## src/rtl/mux_serializer_seq.sv

```systemverilog
// mux_serializer_seq: turns parallel words into a gap-free select/strobe sequence for an 8:1 bit mux
module mux_serializer_seq #(
    parameter int WIDTH     = 8,
    parameter int SEL_W     = $clog2(WIDTH),
    parameter bit MSB_FIRST = 1'b0
) (
    input  logic             clk,
    input  logic             rst_n,
    input  logic [WIDTH-1:0] in_data,
    input  logic             in_valid,
    output logic             in_ready,
    input  logic             hold,
    output logic [WIDTH-1:0] word_out,
    output logic [SEL_W-1:0] sel,
    output logic             bit_valid,
    output logic             sof,
    output logic             eof
);
    typedef enum logic {IDLE, SHIFT} state_t;

    localparam logic [SEL_W-1:0] ONE   = SEL_W'(1);
    localparam logic [SEL_W-1:0] START = MSB_FIRST ? SEL_W'(WIDTH - 1) : '0;
    localparam logic [SEL_W-1:0] LAST  = MSB_FIRST ? '0 : SEL_W'(WIDTH - 1);

    state_t           state_q, state_d;
    logic [WIDTH-1:0] word_q, word_d, pend_q, pend_d;
    logic [SEL_W-1:0] sel_q, sel_d;
    logic             bv_q, bv_d, sof_q, sof_d, eof_q, eof_d, pend_v_q, pend_v_d;
    logic             xfer;

    assign in_ready  = !pend_v_q;
    assign xfer      = in_valid && in_ready;
    assign word_out  = word_q;
    assign sel       = sel_q;
    assign bit_valid = bv_q;
    assign sof       = sof_q;
    assign eof       = eof_q;

    // next-state: load, step, frame-boundary handoff and pending-buffer capture
    always_comb begin
        state_d  = state_q;
        word_d   = word_q;
        pend_d   = pend_q;
        pend_v_d = pend_v_q;
        sel_d    = sel_q;
        bv_d     = bv_q;
        sof_d    = sof_q;
        if (state_q == IDLE) begin
            bv_d = 1'b0;
            if (xfer) begin
                word_d  = in_data;
                sel_d   = START;
                bv_d    = 1'b1;
                sof_d   = 1'b1;
                state_d = SHIFT;
            end
        end else begin
            if (xfer) begin
                pend_d   = in_data;
                pend_v_d = 1'b1;
            end
            if (!hold) begin
                if (sel_q != LAST) begin
                    sel_d = MSB_FIRST ? sel_q - ONE : sel_q + ONE;
                    sof_d = 1'b0;
                end else if (pend_v_q) begin
                    word_d   = pend_q;
                    pend_v_d = 1'b0;
                    sel_d    = START;
                    sof_d    = 1'b1;
                end else if (xfer) begin
                    word_d   = in_data;
                    pend_v_d = 1'b0;
                    sel_d    = START;
                    sof_d    = 1'b1;
                end else begin
                    state_d = IDLE;
                    bv_d    = 1'b0;
                    sof_d   = 1'b0;
                    sel_d   = START;
                end
            end
        end
        eof_d = bv_d && (sel_d == LAST);
    end

    // state and output registers with synchronous active-low reset
    always_ff @(posedge clk) begin
        if (!rst_n) begin
            state_q  <= IDLE;
            word_q   <= '0;
            pend_q   <= '0;
            pend_v_q <= 1'b0;
            sel_q    <= START;
            bv_q     <= 1'b0;
            sof_q    <= 1'b0;
            eof_q    <= 1'b0;
        end else begin
            state_q  <= state_d;
            word_q   <= word_d;
            pend_q   <= pend_d;
            pend_v_q <= pend_v_d;
            sel_q    <= sel_d;
            bv_q     <= bv_d;
            sof_q    <= sof_d;
            eof_q    <= eof_d;
        end
    end
endmodule
```

## config.mk

```make
export PLATFORM = sky130hd
export DESIGN_NAME = mux_serializer_seq
export DESIGN_NICKNAME = d
export VERILOG_FILES = /design/src/rtl/mux_serializer_seq.sv
export SDC_FILE = /design/constraint.sdc
export NUM_CORES = 1
export LEC_CHECK = 0
export ABC_AREA = 1
export CAP_MARGIN = 0
export CELL_PAD_IN_SITES_DETAIL_PLACEMENT = 2
export CELL_PAD_IN_SITES_GLOBAL_PLACEMENT = 2
export CORE_MARGIN = 2
export CORE_UTILIZATION = 25
export DETAILED_ROUTE_END_ITERATION = 6
export GPL_ROUTABILITY_DRIVEN = 0
export PLACE_DENSITY_LB_ADDON = 0.12
export SYNTH_ARGS = -nofsm -noshare
export SYNTH_HDL_FRONTEND = slang
export SYNTH_SLANG_ARGS = --single-unit
```

## constraint.sdc

```tcl
create_clock -name clk -period 1.9 [get_ports clk]
set_clock_uncertainty 0.1 [all_clocks]
set_input_delay 0.38 -clock clk [delete_from_list [all_inputs] [get_ports clk]]
set_output_delay 0.38 -clock clk [all_outputs]
set_load 0.02 [all_outputs]
```

Word-level counts from Yosys, hierarchy flattened
Index checks and enable logic that the tools add are counted.
{"block": "word_totals", "regBits": 24, "input_bits": 12, "out_inout_bits": 15, "word_cells": 48}
{"block": "classes", "n_addsub": 1, "eq_ne": 4, "muxes": 28, "reduce_logical": 7}
{"cell": "$mux 8", "count": 5}
{"cell": "$mux 1", "count": 19}
{"cell": "$mux 3", "count": 4}
{"cell": "$reduce_and 2->1", "count": 3}
{"cell": "$ne 2x2->1 const B", "count": 2}
{"cell": "$add 3x1->3 const B", "count": 1}
{"cell": "$eq 3x3->1 const B", "count": 1}
{"cell": "$ne 3x3->1 const B", "count": 1}
{"cell": "$logic_and 1x1->1", "count": 2}
{"cell": "$reduce_bool 2->1", "count": 1}
{"cell": "$logic_not 1->1", "count": 1}

Depth between registers and ports, before layout
{"block": "depth", "ltp_word": 8, "ltp_mapped": 9}

Least setup slack after synthesis
Ideal clock, no wire load.
{"block": "synth_timing", "path_type": "flip-flop to flip-flop", "start": "register sel_q[0] (netlist: sel[0])", "end": "register word_q[0] (netlist: word_out[0])", "setup_ns": 0.113, "arrival_ns": 1.390, "required_time_ns": 1.687, "slack_ns": 0.297, "stages_incl_launch_ff": 9, "period_less_slack_ns": 1.603, "path_cell_list": "dfxtp_1 -> ha_1 -> ha_1 -> inv_1 -> o21ai_0 -> clkbuf_2 -> o21ai_1 -> nand2_1 -> nor2_1"}
{"block": "synth_between", "elab_chain_len": 3}
{"item": "start, declared", "line": "27", "text": "logic [SEL_W-1:0] sel_q, sel_d;"}
{"item": "start signal, assigned", "line": "103", "text": "sel_q <= sel_d;"}
{"item": "$ne 3x3->1", "line": "63", "text": "if (sel_q != LAST) begin"}
{"item": "$ne 2x2->1 (no source line)"}
{"item": "$reduce_and 2->1 (no source line)"}
{"item": "end signal, assigned", "line": "100", "text": "word_q <= word_d;"}
{"item": "end, declared", "line": "26", "text": "logic [WIDTH-1:0] word_q, word_d, pend_q, pend_d;"}
Every way passes these cells.
A chain may end at the register's enable or synchronous reset.

Final worst setup path
{"block": "layout_timing", "start": "register sel_q[0] (netlist: sel[0])", "end": "output port sel[0]"}
{"item": "end, declared", "line": "14", "text": "output logic [SEL_W-1:0] sel,"}
No word-level cell between the ends.

==> impl_metrics.ini <==
[power_and_ir_drop]
irDropWorstVdd_v = 0.000274
p_per_area_nw_per_um2 = 859
p_leak_nw = 0.648
power.total_w = 0.00128
p_int_w = 0.000934
p_seq_share_pct = 44.4
swShare_pct = 26.9
p_sw_w = 0.000343
p_clk_share_pct = 35.9
combinationalPowerShare_pct = 19.7

[sta]
post-route-min-period_ps = 1860
rsz0062_at_grt = no
finalHoldViolations = 0
finalCritPeriodShare_pct = 98.1
relSlewSlack_pct = 77.3
fmax_ghz = 0.537
drv_slew = 0
fin_setup_tns_ps = 0
worstMarginPinSlew_ps = 339
report.final.setup_viol = 0

[critical_path]
crit_required_ps = 1420
reg2regPathDepth = 9
start_kind = flip-flop
critPathKind = flip-flop to output pin
reg2reg_slack_ps = 150
r2r_end = word_out[7]
worst-path-max-fanout = 4
endpoint_kind = output pin
reg2reg_from = sel[1]
arrival_ps = 1380

[cells_and_area]
fin_area_um2 = 1490
regArea_um2 = 480
diodes = 0
area_delta_synth_final_pct = 36.7
fillers = 492
instances_no_fill = 234
nets = 199
multi_input_comb_area_um2 = 499
final_layout_size_suffix_gt1_share_pct = 8.70
mostFrequentLayoutCell = nor2_1
layout_common_cells = nor2_1 (38), nand2_1 (28), clkdlybuf4s50_1 (25)

[route]
ant_nets = 0
first_iter_violations = 48
vias_per_cell = 4.57
drc = 0
firstDrtPassIters = 3
dr_total_vias = 1070
avgRoutedWirePerCell_um = 14.1
totalWireLength_um = 3310

[min_path]
min_path_type = flip-flop to flip-flop
hold_start = pend_q[5]
whs_endpoint = pend_q[5]
min_path_cells = 2

[run_status]
status = complete, no violations

[synth]
avgSynthCellArea_um2 = 6.97
synth_nets = 170
synth_seq_cells = 24
yosys_warnings = 0
syn_area_um2 = 1090
synth.distinct_cells = 21
synthCells = 156
ys_seq_area_share_pct = 44.2

[cts]
post-cts-setup-buffers = 0
cts.sinks = 24
cts_inserted_buffers = 3
cts.htree.levels = 1
clk_pin_slew_ps = 90
max-clock-path-buffers = 2
root_buffer = clkbuf_8
holdBufCountCts = 0
insertion_delay_ps = 270
cts_tree = done

[global_routing]
met3_usage_pct = 3.03
grt_pass1_wl_um = 5810
use_met1_pct = 19.7
grt-ovfl-total = 0
grt_use_met2_pct = 24.8
grt_usage_pct = 14.8
grt_max_degree = 21
grt.busiest_layer = met2
grt_pass1_vias = 1166
antenna_found_initial = 0

[floorplan]
die_w_um = 70.0
die_area_um2 = 4890
initial_utilization_pct = 26.6
ios = 27
die_h_um = 70.0
core_um2 = 4090
num_rows = 23

[placed_design]
hpwl_um = 2570
dp.cells = 230
io_buffers = 26
placed_area_um2 = 1410

[job]
cap_viol_max_count = 0
## power by group through the flow
stage | clock (W) | sequential [W] | combinational (W)
finish | 0.000458 | 0.000568 | 0.000251
global route | 0.000499 | 0.000574 | 0.000284
CTS | 0.000482 | 0.000569 | 0.000257
detailed placement | 0 | 0.000581 | 0.000256
global placement | 0 | 0.000578 | 0.000245
floorplan | 0 | 0.000600 | 0.000116
## area by class of cell
class | instances | share of cell area (%)
clock buffers | 3 | 2.78
clock inverters | 1 | 2.02
inverters | 18 | 4.55
multi-input cells | 108 | 33.6
flip-flops and latches | 24 | 32.3
well taps | 50 | 4.21
repair buffers | 30 | 20.5
## synth_stat cells
library cell / number / share of area [%]
inv_1: 16 / 5.5
inv_2: 2 / 0.69
dfxtp_1: 24 / 44
nand2_1: 28 / 9.7
nor2_1: 38 / 13
clkbuf_1: 1 / 0.34
a31oi_1: 1 / 0.58
nand3b_1: 1 / 0.69
nand3_2: 3 / 2.8
o21ai_2: 1 / 0.81
nand3_1: 2 / 0.92
buf_4: 2 / 1.4
a21oi_1: 11 / 5.1
nand2_2: 2 / 1.2
clkbuf_2: 1 / 0.46
buf_2: 1 / 0.46
o21ai_0: 10 / 4.6
buf_6: 1 / 1.0
o21ai_1: 8 / 3.7
ha_1: 2 / 2.3
and2_1: 1 / 0.58
## cell families (layout without fill, tap and decap cells)
kind of cell             count (synthesis)  after routing  synth area share [%]
AND/OR/NAND/NOR                         75             75                  28.9
AO/OA/AOI/OAI                           31             31                  14.7
flip-flops                              24             24                  44.2
buffers and inverters                   24             52                  9.90
adder cells (fa/ha/maj)                  2              2                  2.30
## through the flow
| step | setup WS [ps] | hold WS [ps] | util, % |
|---|---|---|---|
| after floorplan | 297 | 324 | - |
| after global routing | 2.25 | 370 | 36.4 |
| after CTS | 18.4 | 353 | 36.3 |
| after global placement | 118 | 333 | 34.6 |
| after detailed placement | 12.1 | 337 | 34.6 |
| final | 36.7 | 349 | 36.4 |
## registers in the layout, summed over array words and instances, names as in the netlist
| register | count |
|---|---|
| pend_q | 8 |
| word_out | 8 |
| eof | 1 |
| state_q | 1 |
| sof | 1 |
| sel | 3 |
| pend_v_q | 1 |
| bit_valid | 1 |
## timing repair
item / 4_1_cts / 5_1_grt
setup endpoints to repair: 0 / 1
endpoints found under the hold margin: 0 / 0
resized for setup: 0 / 1
## critical path: stages, from the launching register on
cell and delay [ps]:
dfxtp_1 370, buf_4 140, clkdlybuf4s50_1 600
## worst max-delay path by stage
stage / endpoint / slack (ps) / from / cells past startpoint
final: sel[0] / 40 / sel[0] / 2
after global routing: sel[0] / 2 / sel[0] / 2
after CTS: sel[0] / 20 / sel[0] / 2
after detailed placement: word_out[7] / 10 / in_valid / 7
after global placement: word_out[0] / 120 / in_valid / 7
after floorplan: word_out[0] / 300 / sel[0] / 8
## metal layers
layer | wire [µm] | vias to the layer above | part of all wire [%]
met5 | 0 | - | 0
met4 | 19 | 0 | 0.57
met3 | 103 | 2 | 3.1
met2 | 1550 | 18 | 47
met1 | 1640 | 508 | 49
li1 | - | 542 | -
(Power assumes the default switching activity.)
